--- src/rtl/vote_pkg.sv ---
// Shared constants and state encoding for the ballot collector.
// Combinational definitions only; no latency, no backpressure.
package vote_pkg;
  localparam int N_VOTERS_DEF = 7;
  localparam int ID_W_DEF     = 3;
  localparam logic [N_VOTERS_DEF-1:0] ALL_CAST = '1;

  typedef logic [1:0] state_t;
  localparam state_t IDLE  = 2'd0;
  localparam state_t OPEN  = 2'd1;
  localparam state_t CLOSE = 2'd2;
endpackage

--- src/rtl/ballot_timer.sv ---
// Ballot window timer: counts enabled cycles; expire is high on the last window cycle.
// Expire is combinational from the count; no backpressure.
module ballot_timer #(
  parameter int TIMEOUT = 200,
  parameter int TMR_W   = 8
) (
  input  logic clk,
  input  logic rst,
  input  logic clr,
  input  logic en,
  output logic expire
);
  localparam logic [TMR_W-1:0] LAST = TMR_W'(TIMEOUT - 1);

  logic [TMR_W-1:0] timer;

  always_ff @(posedge clk) begin
    if (rst || clr) begin
      timer <= '0;
    end else if (en) begin
      timer <= timer + 1'b1;
    end
  end

  assign expire = en && (timer == LAST);
endmodule

--- src/rtl/vote_collector.sv ---
// Collects one vote per voter in a timed window and emits the vector with a done pulse.
// Cast-to-mask latency 1 cycle; no backpressure, downstream must take done when it pulses.
module vote_collector
  import vote_pkg::*;
#(
  parameter int N_VOTERS = N_VOTERS_DEF,
  parameter int ID_W     = ID_W_DEF,
  parameter int TIMEOUT  = 200,
  parameter int TMR_W    = 8
) (
  input  logic                clk,
  input  logic                rst,
  input  logic                start,
  input  logic                cast,
  input  logic [ID_W-1:0]     voter_id,
  input  logic                choice,
  output logic [N_VOTERS-1:0] vote,
  output logic [N_VOTERS-1:0] cast_mask,
  output logic                busy,
  output logic                done,
  output logic                timed_out,
  output logic                dup_err,
  output logic                id_err
);
  state_t              state;
  logic                is_open;
  logic                id_ok;
  logic                already;
  logic                accept;
  logic                all_cast;
  logic                expire;
  logic [N_VOTERS-1:0] cast_oh;
  logic [N_VOTERS-1:0] acc_oh;

  assign is_open  = (state == OPEN);
  assign id_ok    = (int'(voter_id) < N_VOTERS);
  assign cast_oh  = id_ok ? ({{(N_VOTERS-1){1'b0}}, 1'b1} << voter_id) : '0;
  assign already  = |(cast_oh & cast_mask);
  assign accept   = is_open && cast && id_ok && !already;
  assign acc_oh   = accept ? cast_oh : '0;
  // The cast landing this cycle counts toward completion, even on the expiry cycle.
  assign all_cast = &(cast_mask | acc_oh);

  ballot_timer #(
    .TIMEOUT(TIMEOUT),
    .TMR_W  (TMR_W)
  ) u_timer (
    .clk   (clk),
    .rst   (rst),
    .clr   ((state == IDLE) && start),
    .en    (is_open),
    .expire(expire)
  );

  always_ff @(posedge clk) begin
    if (rst) begin
      state     <= IDLE;
      vote      <= '0;
      cast_mask <= '0;
      timed_out <= 1'b0;
      dup_err   <= 1'b0;
      id_err    <= 1'b0;
    end else begin
      dup_err <= is_open && cast && id_ok && already;
      id_err  <= is_open && cast && !id_ok;
      case (state)
        IDLE: begin
          if (start) begin
            state     <= OPEN;
            vote      <= '0;
            cast_mask <= '0;
            timed_out <= 1'b0;
          end
        end
        OPEN: begin
          if (accept) begin
            cast_mask <= cast_mask | cast_oh;
            vote      <= (vote & ~cast_oh) | (choice ? cast_oh : '0);
          end
          if (all_cast || expire) begin
            state     <= CLOSE;
            timed_out <= expire && !all_cast;
          end
        end
        CLOSE:   state <= IDLE;
        default: state <= IDLE;
      endcase
    end
  end

  assign busy = is_open;
  assign done = (state == CLOSE);
endmodule
--- config.mk ---
export PLATFORM = sky130hd
export DESIGN_NAME = vote_collector
export DESIGN_NICKNAME = d
export VERILOG_FILES = /design/src/rtl/vote_pkg.sv /design/src/rtl/ballot_timer.sv /design/src/rtl/vote_collector.sv
export SDC_FILE = /design/constraint.sdc
export NUM_CORES = 1
export LEC_CHECK = 0
export CAP_MARGIN = 10
export CELL_PAD_IN_SITES_DETAIL_PLACEMENT = 1
export CELL_PAD_IN_SITES_GLOBAL_PLACEMENT = 2
export CORE_ASPECT_RATIO = 2
export CORE_UTILIZATION = 32
export DETAILED_ROUTE_END_ITERATION = 8
export PLACE_DENSITY = 0.94
export SLEW_MARGIN = 20
export SYNTH_ARGS = -nofsm -noshare
export SYNTH_HDL_FRONTEND = slang
export SYNTH_HIERARCHICAL = 1
export SYNTH_SLANG_ARGS = --single-unit
--- constraint.sdc ---
create_clock -name clk -period 5.7 [get_ports clk]
set_input_delay 1.14 -clock clk [delete_from_list [all_inputs] [get_ports clk]]
set_output_delay 1.14 -clock clk [all_outputs]
set_load 0.005 [all_outputs]
== Word-level counts from Yosys, hierarchy flattened ==
Cells that the tools add are included.
Widths: inputs -> output; s select.

* $add $sub $neg: 1
* Magnitude comparators: 1
* Eq/ne operators: 6
* Shifts and indexed selects: 1
* Muxes and demuxes: 14
* Bitwise operators: 6
* Reductions and logical operators: 20

{| class="wikitable"
|+ Operators by type and width
! kind !! number
|-
| $mux 7 || 6
|-
| $pmux 7 s2 || 2
|-
| $or 7x7->7 || 3
|-
| $and 7x7->7 || 2
|-
| $add 8x1->8 const B || 1
|-
| $eq 8x8->1 const B || 1
|-
| $logic_and 1x1->1 || 8
|-
| $not 7->7 || 1
|-
| $reduce_and 7->1 || 1
|-
| $reduce_or 7->1 || 1
|-
| $shl 1x3->7 const A || 1
|-
| $reduce_and 3->1 || 2
|-
| $mux 2 || 2
|-
| $ne 2x1->1 const B || 2
|-
| $pmux 2 s2 || 1
|-
| $logic_not 1->1 || 3
|-
| $lt 3x3->1 const B || 1
|-
| $eq 2x1->1 const B || 1
|-
| $eq 2x2->1 const B || 1
|-
| $logic_not 2->1 || 1
|-
| $logic_or 1x1->1 || 2
|-
| $mux 1 || 2
|-
| $ne 2x2->1 const B || 1
|-
| $pmux 1 s2 || 1
|-
| 2 further kinds || 2
|}

* Bits in registers: 27
* Input port bits: 8

== Logic depth before layout (Yosys ltp) ==
* Word-level depth: 13
* Gate-level depth with buffers: 8
* Mapped depth without buffers: 7

== Cells and area by module ==
Netlist, hierarchy kept.

{| class="wikitable"
|+ By module, submodules not included
! module !! times used !! cells an instance !! area each (um^2) !! seq. area each (um^2)
|-
| vote_collector || 1 || 109 || 938.4 || 380.4
|-
| ballot_timer || 1 || 41 || 364.1 || 160.2
|}

== Worst setup path before layout ==
No wires, ideal clock.

* Path type: input port to flip-flop
* Start: in voter_id[1]
* End: reg cast_mask[4]
* Setup time: 115 ps
* Data arrival time: 2473 ps
* Data required time: 5585 ps
* Setup slack: 3113 ps
* Stages on the path: 6
* Cell sequence: buf_2 -> or3b_2 -> a21oi_2 -> o31ai_4 -> nor3b_2 -> o21a_1

* Cells in the longest elaborated chain, start to end: 8
* Elaborated cells between the ends (all ways): 13
* Those cells by class: 1 x order compare; 1 x eq/ne; 1 x shift; 3 x mux; 2 x bitwise; 5 x reduce/logical

{| class="wikitable"
|+ Ends and longest elaborated chain
! item !! line !! text
|-
| from (decl) || vote_collector.sv:15 || <nowiki>input logic [ID_W-1:0] voter_id,</nowiki>
|-
| $lt 3x3->1 or $shl 1x3->7 (tied branches) || vote_collector.sv:36, vote_collector.sv:37 ||
|-
| $mux 7 || vote_collector.sv:37 || <nowiki>assign cast_oh = id_ok ? ({{(N_VOTERS-1){1'b0}}, 1'b1} << voter_id) : '0;</nowiki>
|-
| $and 7x7->7 || vote_collector.sv:38 || <nowiki>assign already = |(cast_oh & cast_mask);</nowiki>
|-
| $reduce_or 7->1 || vote_collector.sv:38 ||
|-
| $logic_not 1->1 || vote_collector.sv:39 || <nowiki>assign accept = is_open && cast && id_ok && !already;</nowiki>
|-
| $logic_and 1x1->1 || vote_collector.sv:39 ||
|-
| $ne 2x1->1 (no source line) || -- ||
|-
| $reduce_and 3->1 (no source line) || -- ||
|-
| to (signal assigned) || vote_collector.sv:77 || <nowiki>cast_mask <= cast_mask | cast_oh;</nowiki>
|-
| to (decl) || vote_collector.sv:18 || <nowiki>output logic [N_VOTERS-1:0] cast_mask,</nowiki>
|}

Parallel ways exist; a longest one is shown, timed or not. The select of a mux whose other input is x is not followed.
A chain may end at the register's enable or synchronous reset.

== Worst setup path in the final report ==
* Start: in voter_id[0]
* End: reg vote[4]

* Cells in the longest elaborated chain, start to end: 8
* Elaborated cells between the ends (all ways): 16
* Those cells by class: 1 x order compare; 1 x eq/ne; 1 x shift; 4 x mux; 4 x bitwise; 5 x reduce/logical

{| class="wikitable"
|+ Ends and longest elaborated chain
! item !! line !! text
|-
| $lt 3x3->1 or $shl 1x3->7 (tied branches) || vote_collector.sv:36, vote_collector.sv:37 ||
|-
| $mux 7 || vote_collector.sv:37 ||
|-
| $and 7x7->7 || vote_collector.sv:38 ||
|-
| $reduce_or 7->1 || vote_collector.sv:38 ||
|-
| $logic_not 1->1 || vote_collector.sv:39 ||
|-
| $logic_and 1x1->1 || vote_collector.sv:39 ||
|-
| $ne 2x1->1 (no source line) || -- ||
|-
| $reduce_and 3->1 (no source line) || -- ||
|-
| to (signal assigned) || vote_collector.sv:78 || <nowiki>vote <= (vote & ~cast_oh) | (choice ? cast_oh : '0);</nowiki>
|-
| to (decl) || vote_collector.sv:17 || <nowiki>output logic [N_VOTERS-1:0] vote,</nowiki>
|}

Parallel ways exist; a longest one is shown, timed or not. The select of a mux whose other input is x is not followed.

==> run summary <==
Outcome - complete, no violations
P per Cell Area - 211 mW/mm^2
Switching pwr - 87.7 uW
Final Hold Violating Endpoints - 0
Hold Path Class - flop to flop
Post-layout min period - 3.27 ns
Final Cycle Share - 0.575
Worst-path fanout max - 15
Fmax - 305 MHz
Avg Synthesized Cell Area - 8.68 um^2
Register area share after synthesis - 0.415
Setup TNS - 0 ns
CTS tree - yes
Die Y-Extent - 92.2 um
Top delay family on crit path - buffers and inverters
Clock-pin slew on the worst setup and hold paths - 0.09 ns
CTS buffer count - 3
Routed len/inst - 14.5 um
# placed instances - 222
Sequential power share - 0.561
Clock share of power - 0.308
Reg2reg path depth - 6
Number of port buffers - 26
H-tree levels - 1
IO Pins - 27
Worst path slowest cell - clkdlybuf4s50_1
Vias - 1142
Worst slew pin tran - 0.573 ns
Post-DP HPWL - 2620 um
Filler instances - 485
Multi-input combinational cell area - 699 um^2
Mapped Area - 0.00130 mm^2
Critical-path cell list - clkdlybuf4s50_1 -> mux2_1 -> a32o_2 -> o31ai_4 -> nor3b_2 -> mux2i_1
Register area - 541 um^2
# diodes - 0
Cell Int Power - 261 uW
Hold path startpoint - vote[2]$_SDFFE_PP0P_
Gr usage total - 0.169
Net Count, Synth - 159
Synth Area in XOR/XNOR - 0.0269
Max-cap violations - 0
Post-route DRC - 0
Pin count of the biggest net entering global routing - 17
Post-CTS setup buffer count - 0
Vias in the first global route - 1195
Proportion of layout cells with a drive suffix above 1 - 0.0686
Post-CTS Resized - 0
Crit Path Category - primary input to flop
CP bufs+invs - 1
Clk_lat worst skew - 0.27 ns
Setup crit start - voter_id[0]
Crit path to - vote[4]$_SDFFE_PP0P_
Crit path DAT - 3.47 ns
Critical Path Max Stage Delay - 0.81 ns
Switch share - 0.251
Vias per cell - 5.05
Die area - 0.00434 mm^2
Fin util - 0.425
Max IR drop VDD - 0.252 mV
Post-Synth Simple-Gate Area - 0.263
Adder-cell share of the synthesized area - 0.00961
Nets - 185
Combinational share of power - 0.130
Grt ovf - 0
Die Wd - 47.1 um
Core Region - 0.00388 mm^2
WL final - 3280 um
CTS sink count - 27
Antenna violations before repair - 0
Final cell count without fillers - 226
R2R Path Start - state[1]$_SDFFE_PP0P_
Worst slew margin - 0.617
CTS Hold Bufs - 0
Initial DRC count - 9
First-pass detailed-route iteration total - 4
Post-DRT Antenna Nets - 0
Worst setup SP type - primary input
Main combinational cell family by area after synthesis - simple AND/OR/NAND/NOR gates
WHS - 0.468 ns
Ys Warns - 6
FP Rows - 32
First-pass GRT wire length - 5400 um
RSZ-0062 raised after global routing - no
Synth Instances - 150
RD Place Congestion - 0.964
Synth cell types - 41
Mux share of post-synthesis cell area - 0.0778
Synth Area in Compound Gates - 0.159
Slew Viols, Final - 0
CTS root buf - clkbuf_8
Clock skew - 0.00295 ns
# setup viols final - 0
Synth Register Bits - 27
Clock Path Buffers - 2
Leakage - 0.587 nW
Asr flop ratio synth - 0
Main synth FF type - dfxtp_1
Initial Utilization - 0.335
R2r setup slk - 3.59 ns
Worst Setup End Kind - flop
CP Depth - 6
Worst reg2reg path endpoint - vote[4]$_SDFFE_PP0P_
Area grow syn2layout - 26.7%
Number of flops mapped to enable cells by yosys - 0
Worst EP required - 5.90 ns
[cells in the final DEF, fill, tap and decap left out, types with 3 or more instances in the layout]
cell type,synthesis,routed
nor2b_1,6,6
dfxtp_1,27,27
clkdlybuf4s50_1,0,26
xor2_1,3,3
nor2_1,13,13
nand3_1,7,7
mux2i_1,9,9
inv_1,10,10
nand2_1,17,17
clkbuf_8,0,3
nand2b_1,4,4
nor3_1,3,3
or3_1,3,3
nand4_1,3,3
a21oi_1,10,10
o21ai_0,3,3
[power by group through the flow]
| stage | logic, mW | clock network [mW] | registers (mW) |
|---|---|---|---|
| finish | 0.0454 | 0.107 | 0.196 |
| global route | 0.0506 | 0.118 | 0.196 |
| CTS | 0.0461 | 0.111 | 0.196 |
| detailed placement | 0.0458 | 0 | 0.200 |
| global placement | 0.0442 | 0 | 0.200 |
| floorplan | 0.0286 | 0 | 0.199 |
[area by class of cell]
| class | instances | share of cell area |
|---|---|---|
| Clock buffer | 3 | 0.0250 |
| Clock inverter | 1 | 0.00455 |
| Inverter | 10 | 0.0227 |
| Tap cell | 51 | 0.0387 |
| Sequential cell | 27 | 0.328 |
| Timing Repair Buffer | 26 | 0.158 |
| Multi-Input combinational cell | 108 | 0.424 |
[cell usage after synthesis, types with 3 or more instances]
library cell  number  share of area
or3_1              3          0.014
xor2_1             3          0.020
mux2i_1            9          0.069
dfxtp_1           27           0.41
nor2_1            13          0.037
nand2_1           17          0.049
nand4_1            3          0.014
nand3_1            7          0.027
nand2b_1           4          0.019
a21oi_1           10          0.038
inv_1             10          0.029
nor2b_1            6          0.029
nor3_1             3          0.012
o21ai_0            3          0.012
[metrics by stage]
stage                     area (um^2)  worst slack (ns)  power (mW)
after floorplan                  1300              3.11       0.228
after global placement           1600              2.25       0.244
after detailed placement         1600              2.17       0.246
after CTS                        1650              2.43       0.353
after global routing             1650              2.30       0.365
final                            1650              2.43       0.349
[cell families (layout without fill, tap and decap cells)]
kind of cell               count (synthesis)  in the layout
muxes                                     10             10
DFF                                       27             27
adders and majority gates                  1              1
and+or+nand+nor                           65             65
AOI/OAI and AO/OA                         28             28
buffers and inverters                     15             40
xor gates and xnor gates                   4              4
[worst reg2reg max path, delay by kind of cell, from the launching register on]
family	cells	cell delay (ns)
AOI/OAI and AO/OA	2	0.71
and+or+nand+nor	2	0.47
DFF	1	0.33
buffers and inverters	1	0.31
muxes	1	0.22
[how the worst min path moves through the flow]
| stage | endpoint | slack [ns] | depth (start not counted) |
|---|---|---|---|
| floorplan | vote[4]$_SDFFE_PP0P_ | 0.45 | 2 |
| global placement | vote[2]$_SDFFE_PP0P_ | 0.45 | 2 |
| detailed placement | vote[2]$_SDFFE_PP0P_ | 0.46 | 2 |
| CTS | vote[2]$_SDFFE_PP0P_ | 0.48 | 2 |
| global route | vote[5]$_SDFFE_PP0P_ | 0.50 | 2 |
| finish | vote[2]$_SDFFE_PP0P_ | 0.47 | 2 |
[per-layer routing]
layer | up-vias | global-route usage | routed length (um)
met2 | 15 | 0.297 | 1880
met1 | 551 | 0.192 | 1310
met4 | 0 | 0.0690 | 48
met3 | 4 | 0.0197 | 49
li1 | 572 | - | -
met5 | - | 0 | 0
[flip-flops by register name, indices dropped and copies added (netlist names)]
signal,count
u_timer/timer,8
state,2
vote,7
timed_out,1
cast_mask,7
dup_err,1
id_err,1
Note: power is estimated with default switching activity, not from simulation.
